`src/rtl/hex_code_scroller.sv`:
```
// Pulse-pattern symbol decoder feeding a scrolling multi-digit 7-seg display.
// Flags invalid codes for a hold time and blanks the display after idle timeout.
module hex_code_scroller #(
  parameter int NUM_DIGITS   = 4,
  parameter int CODE_W       = 8,
  parameter int IDLE_TIMEOUT = 50_000_000,
  parameter int ERR_HOLD     = 25_000_000
) (
  input  logic                    clk,
  input  logic                    rst_n,
  input  logic [CODE_W-1:0]       code,
  input  logic                    code_valid,
  input  logic                    clear,
  output logic [7*NUM_DIGITS-1:0] hex_out,
  output logic [3:0]              digit_count,
  output logic                    err,
  output logic                    busy
);

  localparam int KRAW = (CODE_W - 1) / 2;
  localparam int KMAX = (KRAW > 15) ? 15 : KRAW;
  localparam int IW   = $clog2(IDLE_TIMEOUT);
  localparam int EW   = $clog2(ERR_HOLD + 1);

  localparam logic [7*NUM_DIGITS-1:0] BLANKS = {NUM_DIGITS{7'h7F}};
  localparam logic [3:0]    CNT_MAX  = 4'(NUM_DIGITS);
  localparam logic [IW-1:0] IDLE_END = IW'(IDLE_TIMEOUT - 1);
  localparam logic [EW-1:0] ERR_LOAD = EW'(ERR_HOLD - 1);

  typedef enum logic {
    EMPTY,
    SHOW
  } state_t;

  state_t                  state_q, state_n;
  logic [7*NUM_DIGITS-1:0] hex_q, hex_n;
  logic [3:0]              cnt_q, cnt_n;
  logic [IW-1:0]           idle_q, idle_n;
  logic [EW-1:0]           errc_q, errc_n;
  logic                    err_q, err_n;

  logic                    dec_ok;
  logic [3:0]              dec_val;

  // Valid shape: 1 followed by k "01" pairs, rest zero; k = symbol value.
  always_comb begin
    logic [CODE_W-1:0] pat;
    dec_ok  = 1'b0;
    dec_val = '0;
    for (int k = 0; k <= KMAX; k++) begin
      pat = '0;
      for (int j = 0; j < CODE_W; j++) begin
        if (j <= 2 * k && (j % 2) == 0) begin
          pat[CODE_W-1-j] = 1'b1;
        end
      end
      if (code == pat) begin
        dec_ok  = 1'b1;
        dec_val = 4'(k);
      end
    end
  end

  function automatic logic [6:0] glyph(input logic [3:0] v);
    logic [6:0] g;
    case (v)
      4'h0: g = 7'h40;
      4'h1: g = 7'h79;
      4'h2: g = 7'h24;
      4'h3: g = 7'h30;
      4'h4: g = 7'h19;
      4'h5: g = 7'h12;
      4'h6: g = 7'h02;
      4'h7: g = 7'h78;
      4'h8: g = 7'h00;
      4'h9: g = 7'h10;
      4'hA: g = 7'h08;
      4'hB: g = 7'h03;
      4'hC: g = 7'h46;
      4'hD: g = 7'h21;
      4'hE: g = 7'h06;
      default: g = 7'h0E;
    endcase
    return g;
  endfunction

  always_comb begin
    state_n = state_q;
    hex_n   = hex_q;
    cnt_n   = cnt_q;
    idle_n  = idle_q;
    err_n   = err_q;
    errc_n  = errc_q;

    if (err_q) begin
      if (errc_q == '0) begin
        err_n = 1'b0;
      end else begin
        errc_n = errc_q - 1'b1;
      end
    end

    if (clear) begin
      state_n = EMPTY;
      hex_n   = BLANKS;
      cnt_n   = '0;
      idle_n  = '0;
      err_n   = 1'b0;
      errc_n  = '0;
    end else if (code_valid) begin
      idle_n = '0;
      if (dec_ok) begin
        for (int i = NUM_DIGITS - 1; i > 0; i--) begin
          hex_n[7*i +: 7] = hex_q[7*(i-1) +: 7];
        end
        hex_n[6:0] = glyph(dec_val);
        cnt_n      = (cnt_q >= CNT_MAX) ? CNT_MAX : cnt_q + 1'b1;
        state_n    = SHOW;
      end else begin
        err_n  = 1'b1;
        errc_n = ERR_LOAD;
      end
    end else if (state_q == SHOW) begin
      if (idle_q == IDLE_END) begin
        state_n = EMPTY;
        hex_n   = BLANKS;
        cnt_n   = '0;
        idle_n  = '0;
      end else begin
        idle_n = idle_q + 1'b1;
      end
    end
  end

  always_ff @(posedge clk or negedge rst_n) begin
    if (!rst_n) begin
      state_q <= EMPTY;
      hex_q   <= BLANKS;
      cnt_q   <= '0;
      idle_q  <= '0;
      err_q   <= 1'b0;
      errc_q  <= '0;
    end else begin
      state_q <= state_n;
      hex_q   <= hex_n;
      cnt_q   <= cnt_n;
      idle_q  <= idle_n;
      err_q   <= err_n;
      errc_q  <= errc_n;
    end
  end

  assign hex_out     = hex_q;
  assign digit_count = cnt_q;
  assign err         = err_q;
  assign busy        = (state_q == SHOW);

endmodule
```
`config.mk`:
```
export PLATFORM = sky130hd
export DESIGN_NAME = hex_code_scroller
export DESIGN_NICKNAME = d
export VERILOG_FILES = /design/src/rtl/hex_code_scroller.sv
export SDC_FILE = /design/constraint.sdc
export NUM_CORES = 1
export LEC_CHECK = 0
export ABC_AREA = 1
export BUFFER_PORTS_ARGS = -buffer_cell sky130_fd_sc_hd__buf_2
export CAP_MARGIN = 20
export CORE_ASPECT_RATIO = 1.4
export CORE_UTILIZATION = 35
export CTS_CLUSTER_SIZE = 40
export DETAILED_ROUTE_END_ITERATION = 7
export PLACE_DENSITY = 0.56
export SYNTH_ARGS = -nofsm -noshare
export SYNTH_HDL_FRONTEND = slang
export SYNTH_SLANG_ARGS = --single-unit
```
`constraint.sdc`:
```
create_clock -name clk -period 2.5 [get_ports clk]
set_input_delay 0.25 -clock clk [delete_from_list [all_inputs] [get_ports clk]]
set_output_delay 0.25 -clock clk [all_outputs]
set_load 0.02 [all_outputs]
```
# Yosys cells after proc, flatten, opt, wreduce, memory -nomap -nowiden
# Memories as Yosys holds them, arrays and structs flattened.
# Cells that the tools add are included.
# Widths: inputs -> output; s select.
# totals
reg_bits	85
romBits	112
elab_cells	58
memories	1
# op_classes
addsub	3
n_lt_le_gt_ge	1
n_eq_ne	6
muxes	37
n_reduce_logical	4
# mem_list
name	words	word_bits	rd	rd_ports_with_merged_regs	wr	line_no	text
(no name shown)	16	7	1	0	0	66	case (v)
# ops
op	count
$mux 28	5
$mux 25	5
$mux 26	4
$eq 8x8->1 const B	4
$mux 4	7
$add 26x1->26 const B	1
$eq 26x26->1 const B	1
$logic_not 25->1	1
$sub 25x1->25 const B	1
$mux 1	15
$reduce_bool 3->1	2
$add 4x1->4 const B	1
$ge 4x3->1 const B	1
$ne 3x1->1 const B	1
$reduce_and 3->1	1
$mux 2	1

# Longest topological paths before layout
# depth
word_depth	8
ltp_mapped	13
mapped_depth_nobuf	12

# Worst setup path after synthesis
# Ideal clock, no wire load.
# synth_timing
path_kind	register -> register
start	register idle_q[0]
end	register cnt_q[3] (netlist: digit_count[3])
setup_time_ps	113
arrival_ps	1552
required_time_ps	2387
setup_slack_ps	836
stages_incl_launch_ff	10
n_path_buf	1
synth_period_minus_slack_ps	1664
path_cell_list	dfrtp_1 -> ha_1 -> inv_1 -> nor2_1 -> nand4_1 -> o21ai_4 -> nand3_4 -> buf_6 -> nand2_1 -> inv_2
# synth_between
elab_chain_cells	3
# synth_rtl
item	line_no	text
start, declared	38	logic [IW-1:0] idle_q, idle_n;
start signal, assigned	147	idle_q <= idle_n;
$eq 26x26->1	124	if (idle_q == IDLE_END) begin
$reduce_bool 3->1 (no line)	n/a	
$reduce_and 3->1 (no line)	n/a	
end signal, assigned	146	cnt_q <= cnt_n;
end, declared	37	logic [3:0] cnt_q, cnt_n;
# No other way between the ends.
# A chain may end at the register's enable or synchronous reset.

# Worst setup path in the final report
# layout_timing
start	register errc_q[0]
end	register errc_q[3]
# layout_between
elab_chain_cells	6
word_cells_on_any_way	7
cone_classes	add/sub: 1; mux: 5; reduce/logical: 1
# layout_rtl
item	line_no	text
start, declared	39	logic [EW-1:0] errc_q, errc_n;
start signal, assigned	149	errc_q <= errc_n;
$sub 25x1->25 / $logic_not 25->1 (equally long branches)	99, 96	
$mux 25 *	96	if (errc_q == '0) begin
$mux 25 *	95	if (err_q) begin
$mux 25	112	if (dec_ok) begin
$mux 25 *	110	end else if (code_valid) begin
$mux 25 *	103	if (clear) begin
via errc_n[3]	39	
# Mark *: on every way through the listed nets, which the timed path passes. The rest lies on a longest branch.

==> impl_results.md <==
- IO buf count: 45
- RSZ-0062 raised after global routing: false
- Total track usage: between 10% and 20%
- Number of diodes: 0
- Largest net degree at the start of global routing: 46
- Area grow syn2layout: 15.2%
- Fmax: 472 MHz
- WL met3: 331 µm
- DRC Markers: 0
- Synthesized area: approximately 4900 µm²
- Cells after Synth: approximately 700
- Global-route wire length before repair: around 22,000 µm
- Fin area: ~5600 µm²
- CTS Buffer Depth: 2
- Cell Rows: 50
- Reg2reg setup slack: ~0.38 ns
- DR WL met2: 6360 µm
- Power per cell area: 651 nW/µm²
- Critical Path RT: 2.72 ns
- Worst slew pin tran: approximately 0.64 ns
- Setup crit start: errc_q[0]
- Status: complete, no violations
- Initial antenna violation count: 0
- Max VDD drop: roughly 0.00038 V
- Gr ovfl total: 0
- Crit-path max FO: 13
- Placed wire-length estimate: about 9000 µm
- Pleak: about 2.8 nW
- Worst reg2reg path endpoint: errc_q[3]
- CP arrival: approximately 2.3 ns
- Clk pin slew, worst setup/hold paths: approximately 0.060 ns
- Routed vias/inst: 4.86
- Crit. End Element: flop
- Max transition margin: 57.0%
- Final hold viol count: 0
- Clock Skews: 0.00794 ns
- Pre-antenna DRT Iters: 4
- Placeable Area: 13,500 µm²
- Syn nets: between 700 and 800
- Final Net Count: roughly 760
- Routed WL per cell: 13.6 µm
- Initial core utilization: 36.2%
- Vias in the first global route: roughly 4,600
- Avg Inst Size Synth: 6.97 µm²
- Share of cells above drive strength 1: 15.9%
- Chip height: 142 µm
- DRT Wirelength: between 10,000 and 15,000 µm
- Yosys Warn Count: 0
- Dpl cell area: 5280 µm²
- Reg-to-Reg Start: errc_q[0]
- CTS Sinks: 81
- Min-delay worst type: in2reg
- Final Max Slew Viols: 0
- #FFs+latches synth: 81
- Num CTS Buffers: 9
- Vias after detailed routing: 4,519
- Setup-failing EPs final: 0
- Top Metal Used: met4
- Routed Antenna Nets: 0
- Final Cycle Share: 84.7%
- Die width: 102 µm
- Setup crit end: errc_q[3]
- GP Congestion: 1.02
- CTS Root Cell: clkbuf_16
- Synth unique cells: 33
- Maxcap violations: 0
- H-tree level count: 3
- Setup TNS: 0 ns
- Postcts setup bufs: 0
- Detailed Route Iter0 Violations: 266
- Register area share after synthesis: 42.0%
- Latest clock arrival within the worst-skew pair: ~0.34 ns
- Met1 WL: 5490 µm
- IO Count: 46
- Critical Path Source Type: flop
- CTS tree: built
- Reg2reg path depth: 11
- Die area: 14,500 µm²
- Setup Crit Path Kind: reg2reg
- Min Tclk post-route: ~2.1 ns
-- timing repair --
action	CTS	global route
endpoints found under the hold margin	36	0
gates resized for setup	0	0
hold buffers	1	0
-- worst max-delay path: stages (launching register included) --
cell     delay [ns]
dfrtp_1        0.37
inv_1          0.14
ha_1           0.20
nand2_1        0.12
nor2_1         0.27
nand2_1        0.11
inv_1          0.08
nand2_1        0.26
nand2_1        0.17
nor2_1         0.05
o21ai_0        0.17
inv_1          0.05
-- report_power, final --
| group | internal [mW] | switching (mW) |
|---|---|---|
| sequential | 1.45 | 0.0838 |
| clock | 0.982 | 0.562 |
| combinational | 0.194 | 0.404 |
| total | 2.62 | 1.05 |
-- layer usage --
layer | GRT usage [%] | vias to the layer above
li1 | - | 2307
met1 | 23.1 | 2091
met2 | 32.3 | 82
met3 | 2.66 | 39
met4 | 10.1 | 0
met5 | 0 | -
-- registers in the layout, indices dropped and copies added (netlist names) --
name	count
errc_q	25
digit_count	4
err	1
idle_q	26
hex_out	24
busy	1
-- through the flow --
| step | std cells | hold WS [ns] | power (mW) | worst slack (ns) | utilization, % |
|---|---|---|---|---|---|
| finish | 929 | 0.150 | 3.67 | 0.382 | 41.7 |
| global route | 929 | 0.159 | 3.85 | 0.0626 | 41.7 |
| CTS | 929 | 0.138 | 3.72 | 0.367 | 41.7 |
| detailed placement | 912 | 0.271 | 2.16 | 0.402 | 39.1 |
| global placement | 912 | 0.258 | 2.14 | 0.407 | 39.1 |
| floorplan | 702 | -0.0456 | 1.96 | 0.836 | - |
-- cells in the mapped netlist --
master | number | area share, %
o21ai_4 | 1 | 0.33
dfrtp_1 | 57 | 29
nor3b_1 | 2 | 0.31
nor2_2 | 1 | 0.13
nand3_4 | 1 | 0.36
and2_1 | 3 | 0.38
nand4_2 | 1 | 0.26
buf_2 | 9 | 0.92
inv_2 | 2 | 0.15
nand3_1 | 47 | 4.8
o21ai_0 | 13 | 1.3
a21o_1 | 1 | 0.15
nor2_1 | 115 | 8.8
o211ai_1 | 2 | 0.31
inv_1 | 82 | 6.3
xor2_1 | 15 | 2.7
buf_4 | 5 | 0.77
clkbuf_1 | 9 | 0.69
nor3_2 | 1 | 0.20
buf_6 | 2 | 0.46
a21oi_1 | 7 | 0.72
or2_2 | 19 | 2.4
nand2_1 | 214 | 16
a31o_2 | 1 | 0.18
o21bai_1 | 1 | 0.15
nor4_1 | 1 | 0.13
xnor2_1 | 3 | 0.54
a31oi_1 | 1 | 0.13
nor3_1 | 13 | 1.3
o21ai_1 | 1 | 0.10
dfstp_2 | 24 | 13
nand4_1 | 45 | 5.8
ha_1 | 3 | 0.77
-- cell families after synthesis --
group	after synthesis	share of synthesized area [%]
compound gates	28	3.40
fa+ha+maj	3	0.767
simple gates	463	41.3
buf+inv	109	9.28
xor+xnor	18	3.22
flops	81	42.0
-- how the worst min path moves through the flow --
| stage | start | end | slack (ns) | depth (start not counted) |
|---|---|---|---|---|
| 6_report | clear | errc_q[0] | 0.15 | 2 |
| 5_1_grt | clear | errc_q[0] | 0.16 | 2 |
| 4_1_cts | clear | errc_q[0] | 0.14 | 2 |
| 3_5_place_dp | rst_n | errc_q[13] | 0.27 | 1 |
| 3_3_place_gp | rst_n | errc_q[13] | 0.26 | 1 |
| 2_1_floorplan | rst_n | busy | -0.05 | 0 |
-- layout by cell type, fill, tap and decap left out, drive strengths merged, types with 7 or more instances in the layout --
master and instances:
nand4 46, nand2 214, xor2 15, nand3 48, o21ai 15, dfstp 24, or2 19, clkbuf 10
inv 85, nor2 116, a21oi 7, dfrtp 57, nor3 14, buf 53
-- area by class of cell --
type,instances,area (µm²)
timing repair buffer,54,310
clock inverter,6,115
multi-input combinational,512,2380
clock buffer,10,229
sequential,81,2060
inverter,84,315
tap,182,228
fill,1444,7880
Power figures use the tool's default switching activity.
